`src/rtl/seq_pkg.sv`:
```
// Shared definitions for the instruction sequencer: state encoding,
// opcode constants, field widths and the watchdog limit.
package seq_pkg;

   localparam int ADDR_W     = 8;
   localparam int INSTR_W    = 16;
   localparam int OP_W       = 4;
   localparam int PARAM_W    = 6;
   localparam int RETIRE_W   = 16;
   localparam int WDOG_W     = 6;
   localparam int WDOG_LIMIT = 32;

   localparam logic [OP_W-1:0] OP_NOP  = 4'h0;
   localparam logic [OP_W-1:0] OP_JUMP = 4'hE;
   localparam logic [OP_W-1:0] OP_HALT = 4'hF;

   typedef enum logic [2:0] {
      ST_IDLE,
      ST_FETCH,
      ST_WAIT_MEM,
      ST_DECODE,
      ST_ISSUE,
      ST_WAIT_DONE,
      ST_HALT,
      ST_ERROR
   } seqState_e;

   // The sequencer counts as busy everywhere except its three resting states.
   function automatic logic isActiveState(input seqState_e s);
      return !((s == ST_IDLE) || (s == ST_HALT) || (s == ST_ERROR));
   endfunction

endpackage

```
`src/rtl/seq_watchdog.sv`:
```
// Cycle counter guarding the wait for ALU completion. Cleared when the
// sequencer enters WAIT_DONE, counts each WAIT_DONE cycle, and flags expiry
// during the cycle in which the count would reach WDOG_LIMIT.
module seq_watchdog
   import seq_pkg::*;
(
   input  logic clock,
   input  logic reset,
   input  logic clear_i,
   input  logic countEn_i,
   output logic expire_o
);

   logic [WDOG_W-1:0] count_q;

   // Count WAIT_DONE cycles; clear has priority and the count saturates at the limit.
   always_ff @(posedge clock) begin
      if (reset) begin
         count_q <= '0;
      end else if (clear_i) begin
         count_q <= '0;
      end else if (countEn_i && (count_q != WDOG_W'(WDOG_LIMIT))) begin
         count_q <= count_q + WDOG_W'(1);
      end
   end

   assign expire_o = countEn_i && (count_q == WDOG_W'(WDOG_LIMIT - 1));

endmodule

```
`src/rtl/instr_sequencer.sv`:
```
// Instruction sequencer: fetches 16-bit words from program memory, handles
// NOP/JUMP/HALT locally and dispatches everything else to an ALU sequencer,
// waiting for its completion pulse before moving on.
// Optional feature macro: SEQ_WATCHDOG_EN adds a completion watchdog that
// moves the sequencer into a sticky ERROR state when the ALU never answers.
module instr_sequencer
   import seq_pkg::*;
(
   input  logic                  clock,
   input  logic                  reset,
   input  logic                  run,
   input  logic [INSTR_W-1:0]    instr_data,
   input  logic                  alu_done,
   output logic [ADDR_W-1:0]     instr_addr,
   output logic                  instr_rd_en,
   output logic                  alu_start,
   output logic [OP_W-1:0]       alu_opcode,
   output logic [PARAM_W-1:0]    alu_param1,
   output logic [PARAM_W-1:0]    alu_param2,
   output logic                  busy,
   output logic                  halted,
   output logic                  error,
   output logic [RETIRE_W-1:0]   retired
);

   seqState_e             state_q, state_d;
   logic [ADDR_W-1:0]     pc_q, pc_d;
   logic [INSTR_W-1:0]    ir_q, ir_d;
   logic [RETIRE_W-1:0]   retired_q, retired_d;
   logic                  rdEn_q;
   logic                  aluStart_q;
   logic [OP_W-1:0]       aluOpcode_q;
   logic [PARAM_W-1:0]    aluParam1_q;
   logic [PARAM_W-1:0]    aluParam2_q;
   logic                  busy_q;
   logic                  halted_q;
   seqState_e             nextState;
   logic                  wdogExpire;

   // After a retirement the sequencer keeps going only while run is held.
   assign nextState = run ? ST_FETCH : ST_IDLE;

`ifdef SEQ_WATCHDOG_EN
   logic error_q;

   seq_watchdog uWatchdog (
      .clock     (clock),
      .reset     (reset),
      .clear_i   ((state_d == ST_WAIT_DONE) && (state_q != ST_WAIT_DONE)),
      .countEn_i (state_q == ST_WAIT_DONE),
      .expire_o  (wdogExpire)
   );

   assign error = error_q;
`else
   assign wdogExpire = 1'b0;
   assign error      = 1'b0;
`endif

   // Next-state, program counter, instruction register and retire counter updates.
   always_comb begin
      state_d   = state_q;
      pc_d      = pc_q;
      ir_d      = ir_q;
      retired_d = retired_q;
      case (state_q)
         ST_IDLE: begin
            if (run) state_d = ST_FETCH;
         end
         ST_FETCH: begin
            state_d = ST_WAIT_MEM;
         end
         ST_WAIT_MEM: begin
            ir_d    = instr_data;
            state_d = ST_DECODE;
         end
         ST_DECODE: begin
            case (ir_q[15:12])
               OP_NOP: begin
                  pc_d      = pc_q + ADDR_W'(1);
                  retired_d = retired_q + RETIRE_W'(1);
                  state_d   = nextState;
               end
               OP_JUMP: begin
                  pc_d      = ir_q[ADDR_W-1:0];
                  retired_d = retired_q + RETIRE_W'(1);
                  state_d   = nextState;
               end
               OP_HALT: begin
                  pc_d      = pc_q + ADDR_W'(1);
                  retired_d = retired_q + RETIRE_W'(1);
                  state_d   = ST_HALT;
               end
               default: begin
                  state_d = ST_ISSUE;
               end
            endcase
         end
         ST_ISSUE: begin
            state_d = ST_WAIT_DONE;
         end
         ST_WAIT_DONE: begin
            if (alu_done) begin
               pc_d      = pc_q + ADDR_W'(1);
               retired_d = retired_q + RETIRE_W'(1);
               state_d   = nextState;
            end else if (wdogExpire) begin
               state_d = ST_ERROR;
            end
         end
         default: begin
            state_d = state_q;
         end
      endcase
   end

   // State and every output are registered; outputs reflect the state being entered.
   always_ff @(posedge clock) begin
      if (reset) begin
         state_q     <= ST_IDLE;
         pc_q        <= '0;
         ir_q        <= '0;
         retired_q   <= '0;
         rdEn_q      <= 1'b0;
         aluStart_q  <= 1'b0;
         aluOpcode_q <= '0;
         aluParam1_q <= '0;
         aluParam2_q <= '0;
         busy_q      <= 1'b0;
         halted_q    <= 1'b0;
`ifdef SEQ_WATCHDOG_EN
         error_q     <= 1'b0;
`endif
      end else begin
         state_q    <= state_d;
         pc_q       <= pc_d;
         ir_q       <= ir_d;
         retired_q  <= retired_d;
         rdEn_q     <= (state_d == ST_FETCH);
         aluStart_q <= (state_d == ST_ISSUE);
         if ((state_q == ST_DECODE) && (state_d == ST_ISSUE)) begin
            aluOpcode_q <= ir_q[15:12];
            aluParam1_q <= ir_q[11:6];
            aluParam2_q <= ir_q[5:0];
         end
         busy_q     <= isActiveState(state_d);
         halted_q   <= (state_d == ST_HALT);
`ifdef SEQ_WATCHDOG_EN
         error_q    <= (state_d == ST_ERROR);
`endif
      end
   end

   assign instr_addr  = pc_q;
   assign instr_rd_en = rdEn_q;
   assign alu_start   = aluStart_q;
   assign alu_opcode  = aluOpcode_q;
   assign alu_param1  = aluParam1_q;
   assign alu_param2  = aluParam2_q;
   assign busy        = busy_q;
   assign halted      = halted_q;
   assign retired     = retired_q;

endmodule
```
`config.mk`:
```
export PLATFORM = sky130hd
export DESIGN_NAME = instr_sequencer
export DESIGN_NICKNAME = d
export VERILOG_FILES = /design/src/rtl/seq_pkg.sv /design/src/rtl/seq_watchdog.sv /design/src/rtl/instr_sequencer.sv
export SDC_FILE = /design/constraint.sdc
export NUM_CORES = 1
export LEC_CHECK = 0
export ABC_AREA = 0
export CAP_MARGIN = 20
export CORE_MARGIN = 5
export CORE_UTILIZATION = 45
export CTS_CLUSTER_SIZE = 25
export DETAILED_ROUTE_END_ITERATION = 7
export GPL_ROUTABILITY_DRIVEN = 0
export PLACE_DENSITY = 0.72
export SYNTH_ARGS = -nofsm -noshare
export SYNTH_HDL_FRONTEND = slang
export SYNTH_SLANG_ARGS = --single-unit
export TNS_END_PERCENT = 20
```
`constraint.sdc`:
```
create_clock -name clock -period 2.2 [get_ports clock]
set_input_delay 0.22 -clock clock [delete_from_list [all_inputs] [get_ports clock]]
set_output_delay 0.22 -clock clock [all_outputs]
set_load 0.01 [all_outputs]
```
Word-level counts from Yosys, hierarchy flattened
Index checks and enable logic that the tools add are counted.
{"block": "word_totals", "wordCells": 51, "ram_bits": 0, "memories": 0, "ff_bits": 63, "latchBits": 0, "out_inout_bits": 45, "in_bits": 20, "mem_bits_ro": 0}
{"block": "op_classes", "bitwise_logic": 0, "add_sub_neg": 2, "muxes": 11, "mul": 0, "n_lt_le_gt_ge": 0, "n_eq_ne": 14, "div": 0, "shift": 0, "reduce_logical": 13}
{"op": "2-to-1 mux 16 bit", "n": 2}
{"op": "case mux 16 bit (2 select lines)", "n": 1}
{"op": "case mux 8 bit (2 select lines)", "n": 2}
{"op": "case mux 3 bit (6 select lines)", "n": 1}
{"op": "adder 16 x 1 -> 16 bit (second input constant)", "n": 1}
{"op": "equality test 3 bit (second input constant)", "n": 5}
{"op": "adder 8 x 1 -> 8 bit (second input constant)", "n": 1}
{"op": "equality test 4 bit (second input constant)", "n": 2}
{"op": "2-to-1 mux 8 bit", "n": 1}
{"op": "equality test 3 x 1 -> 1 bit (second input constant)", "n": 2}
{"op": "equality test 3 x 2 -> 1 bit (second input constant)", "n": 2}
{"op": "zero test 3 bit", "n": 2}
{"op": "2-to-1 mux 3 bit", "n": 2}
{"op": "case mux 3 bit (2 select lines)", "n": 1}
{"op": "AND reduction 3 bit", "n": 2}
{"op": "zero test 4 bit", "n": 1}
{"op": "!= test 2 bit (second input constant)", "n": 2}
{"op": "OR reduction 2 bit", "n": 2}
{"op": "!= test 3 x 2 -> 1 bit (second input constant)", "n": 1}
{"op": "OR reduction 3 bit", "n": 1}
{"op": "logical OR 1 bit", "n": 2}
{"op": "nonzero test 2 bit", "n": 1}
{"op": "logical AND 1 bit", "n": 1}
{"op": "zero test 1 bit", "n": 1}
{"op": "2-to-1 mux 1 bit", "n": 1}

Longest topological paths before layout
Gate-level depths: netlist of the first run.
{"block": "logic_depth", "depth_word": 8, "ltp_mapped": 8, "mapped_depth_nobuf": 5}

Worst setup path after synthesis of the first run
OpenSTA, ideal clock, no wires.
{"block": "synth_path", "path_kind": "flip-flop to flip-flop", "startpoint": "register ir_q[12]", "endpoint": "register retired_q[3] (netlist: retired[3])", "path_buffers": 3, "required_time_ps": 2077, "stages_incl_launch_ff": 8, "path_slack_ps": 338, "setup_ps": 123, "arrival_ps": 1739, "path_cell_list": "dfxtp_1 buf_6 or4_4 buf_6 a21boi_2 buf_4 o211ai_1 mux2_1"}
{"block": "synth_between", "elab_chain_cells": 4, "elab_cells_between_ends": 6}
{"item": "from (decl)", "line": "instr_sequencer.sv:28", "rtl": "logic [INSTR_W-1:0] ir_q, ir_d;"}
{"item": "from (signal assigned)", "line": "instr_sequencer.sv:137", "rtl": "ir_q <= ir_d;"}
{"item": "equality test 4 bit or zero test 4 bit (tied branches)", "line": "instr_sequencer.sv:78", "rtl": "case (ir_q[15:12])"}
{"item": "OR reduction 3 bit (no line) (*)"}
{"item": "!= test 2 bit (no line) (*)"}
{"item": "AND reduction 3 bit (no line) (*)"}
{"item": "to (signal assigned)", "line": "instr_sequencer.sv:138", "rtl": "retired_q <= retired_d;"}
{"item": "to (decl)", "line": "instr_sequencer.sv:29", "rtl": "logic [RETIRE_W-1:0] retired_q, retired_d;"}
Mark *: on every way between the ends. The rest lies on a longest branch, timed or not.
A chain may end at the register's enable or synchronous reset.

Worst setup path in the final report of the first run
{"block": "layout_path", "startpoint": "register ir_q[12]", "endpoint": "register pc_q[4] (netlist: instr_addr[4])"}
{"block": "layout_between", "elab_chain_cells": 4, "elab_cells_between_ends": 8}
{"item": "equality test 4 bit or zero test 4 bit (tied branches)", "line": "instr_sequencer.sv:78"}
{"item": "OR reduction 2 bit (no line)"}
{"item": "case mux 8 bit (2 select lines) or != test 3 x 2 -> 1 bit (tied branches)"}
{"item": "case mux 8 bit (2 select lines) or AND reduction 3 bit (tied branches)"}
{"item": "to (signal assigned)", "line": "instr_sequencer.sv:136", "rtl": "pc_q <= pc_d;"}
{"item": "to (decl)", "line": "instr_sequencer.sv:27", "rtl": "logic [ADDR_W-1:0] pc_q, pc_d;"}
Several ways; a longest one is shown, not always the timed one.

==> results of run 1 <==
[final cells by class]
class | instances | area, um2 | share of cell area (%)
Multi-Input combinational cell | 269 | 1560 | 40.0
Inverter | 4 | 15.0 | 0.385
Clock buffer | 9 | 124 | 3.18
Timing Repair Buffer | 73 | 701 | 18.0
Clock inverter | 7 | 145 | 3.72
Tap cell | 77 | 96.3 | 2.47
Sequential cell | 63 | 1260 | 32.3
[per-layer routing]
layer	vias up	share of wire (%)	track usage (%)	wire length [um]
met5	-	0	0	0
met4	0	1.4	6.97	108
met3	11	5.8	4.88	443
met2	71	47	28.2	3580
met1	1339	46	23.8	3560
li1	1382	-	-	-
[through the flow]
stage	instance area, um2	cells
after floorplan	2970	365
after global placement	3630	486
after detailed placement	3630	486
after CTS	3900	502
after global routing	3900	502
final	3900	502
[worst max-delay path: stages (launching register included)]
cell	delay, ns
dfxtp_1	0.37
or4_4	0.60
a21boi_2	0.43
nor2_1	0.21
o32ai_1	0.29
[cell usage after synthesis (5+ instances only)]
cell type,instances,area [um2]
a21oi_1,44,220
clkbuf_1,21,78.8
dfxtp_1,63,1260
mux2_2,11,124
mux2i_1,5,50.1
nand2_1,75,282
nand2b_1,5,31.3
nand3_1,12,60.1
nand4_1,6,37.5
nor2_1,22,82.6
nor2b_1,16,100
nor3_1,7,35.0
[final timing paths]
path         slack, ns  cells after the start                  start                    endpoint
max reg2reg       0.22                      4  ir_q[12]$_SDFFE_PP0P_  instr_addr[4]$_SDFFE_PP0P_
min               0.42                      3          instr_data[6]        ir_q[6]$_SDFFE_PP0P_
min reg2reg       0.45                      2   ir_q[9]$_SDFFE_PP0P_  alu_param1[3]$_SDFFE_PP0P_
max               0.22                      4  ir_q[12]$_SDFFE_PP0P_  instr_addr[4]$_SDFFE_PP0P_
[kinds of logic after synthesis]
logic type | after synthesis
flip-flops | 63
buffers and inverters | 33
AO/OA/AOI/OAI | 83
adder cells (fa/ha/maj) | 2
AND/OR/NAND/NOR | 165
multiplexers | 18
other | 1
[flip-flops by register name (all words and copies together), names as in the netlist]
| signal | count |
|---|---|
| alu_opcode | 4 |
| retired | 16 |
| state_q | 3 |
| alu_start | 1 |
| alu_param2 | 6 |
| ir_q | 16 |
| busy | 1 |
| alu_param1 | 6 |
| instr_rd_en | 1 |
| halted | 1 |
| instr_addr | 8 |
[where the power goes]
group          internal (mW)  total [mW]  switching, mW
logic                  0.136       0.315          0.179
registers               1.18        1.21         0.0315
clock network          0.871        1.36          0.486
==> impl_metrics.ini, run 1 <==
[yosys]
synthXorXnorAreaFrac_pct = 0
synth_edf_count = 0
avgSynthCellArea_um2 = 8.14
async_reset_ff_share_pct = 0
synth_area_um2 = 2970
yosysWarnings = 0
synth_mux_area_share_pct = 6.61
synth.distinct_cells = 53
ys_seq_elements = 63
synth_flop_cell = dfxtp_1
synth_compound_area_share_pct = 17.8
syn_inst = 365
synth_top_family_by_area = simple AND/OR/NAND/NOR gates
yosysSeqAreaShare_pct = 42.4
syn_nets = 387
synth_adder_area_share_pct = 0.842
yosys.area_share.simple_pct = 26.9

[timing]
final_hold_viol_count = 0
finalMaxSlewViolations = 0
maxSlewHeadroom_pct = 51.9
tightestPinTransition_ns = 0.722
finalSetupTns_ns = 0
final.min_clock_period_ns = 1.98
fmax_ghz = 0.506
rsz0062_at_grt = no
setup_ws_ns = 0.224
holdWs_ns = 0.421
clock_skew_ns = 0.00836
setup_viol = 0
period_share_pct = 89.8

[global_route]
grt_use_total_pct = 18.1
antenna_found_initial = 0
grt_pass1_wl_um = 12400
first_global_vias = 2549
grt_max_degree = 43
grt.overflow.total = 0

[outcome]
status = finished clean

[drt]
routed_via_density = 5.58
num_vias = 2803
wl_per_cell_um = 15.3
ant_nets = 0
wl_um = 7690
initialDrtViolationCount = 108
dr.pass1.iters = 4
drc = 0

[final_layout]
mostFrequentLayoutCells = 75 x nand2_1, 63 x dfxtp_1, 62 x clkdlybuf4s50_1, 44 x a21oi_1, 22 x nor2_1
drive_gt1_share_pct = 10.8
fillCellCount = 566
final_common_cell = nand2_1
area_delta_synth_final_pct = 31.3
nNetsFinal = 442
diodes = 0
final_core_util_pct = 61.1

[clock_network]
insertion_delay_ns = 0.34
cts_resized = 0
root_buffer = clkbuf_8
numCtsBuffers = 9
clkTransAtPathRegs_ns = 0.08
clk_path_buf_depth = 2
postCtsHoldBufs = 0
cts_tree = built
ctsHtreeMaxLevel = 3
clock-sinks = 63
cts_setup_buffers = 0

[floorplan]
core-area_um2 = 6390
rows = 29
dieArea_um2 = 8330
initial_core_util_pct = 46.5
die_height_um = 91.3
fp.dieW_um = 91.3
io_pins = 65

[run]
drv_cap = 0

[worst_setup_path]
crit_path_end_kind = flop
startpoint_type = flop
critPathMaxFanout = 11
critical_path_class = reg -> reg
critical_path_arrival_ns = 2.23
crit_required_ns = 2.45

[worst_hold_path]
hold_class = in -> reg

[place]
place.port_buffers = 63
place_ws_ns = 0.211
dpl.hpwl_um = 5250

[power]
p_total_mw = 2.88
power.leakage_nw = 1.39
max-vdd-ir-drop_v = 0.000504
powerDensity_nw_per_um2 = 738
(Power assumes the default switching activity.)
==> inputs of run 2 (changes only) <==
HOLD_SLACK_MARGIN = 0.15   (was default)
==> results of run 2 <==
The final DEF is identical to that of run 1; final timing and power are the same.
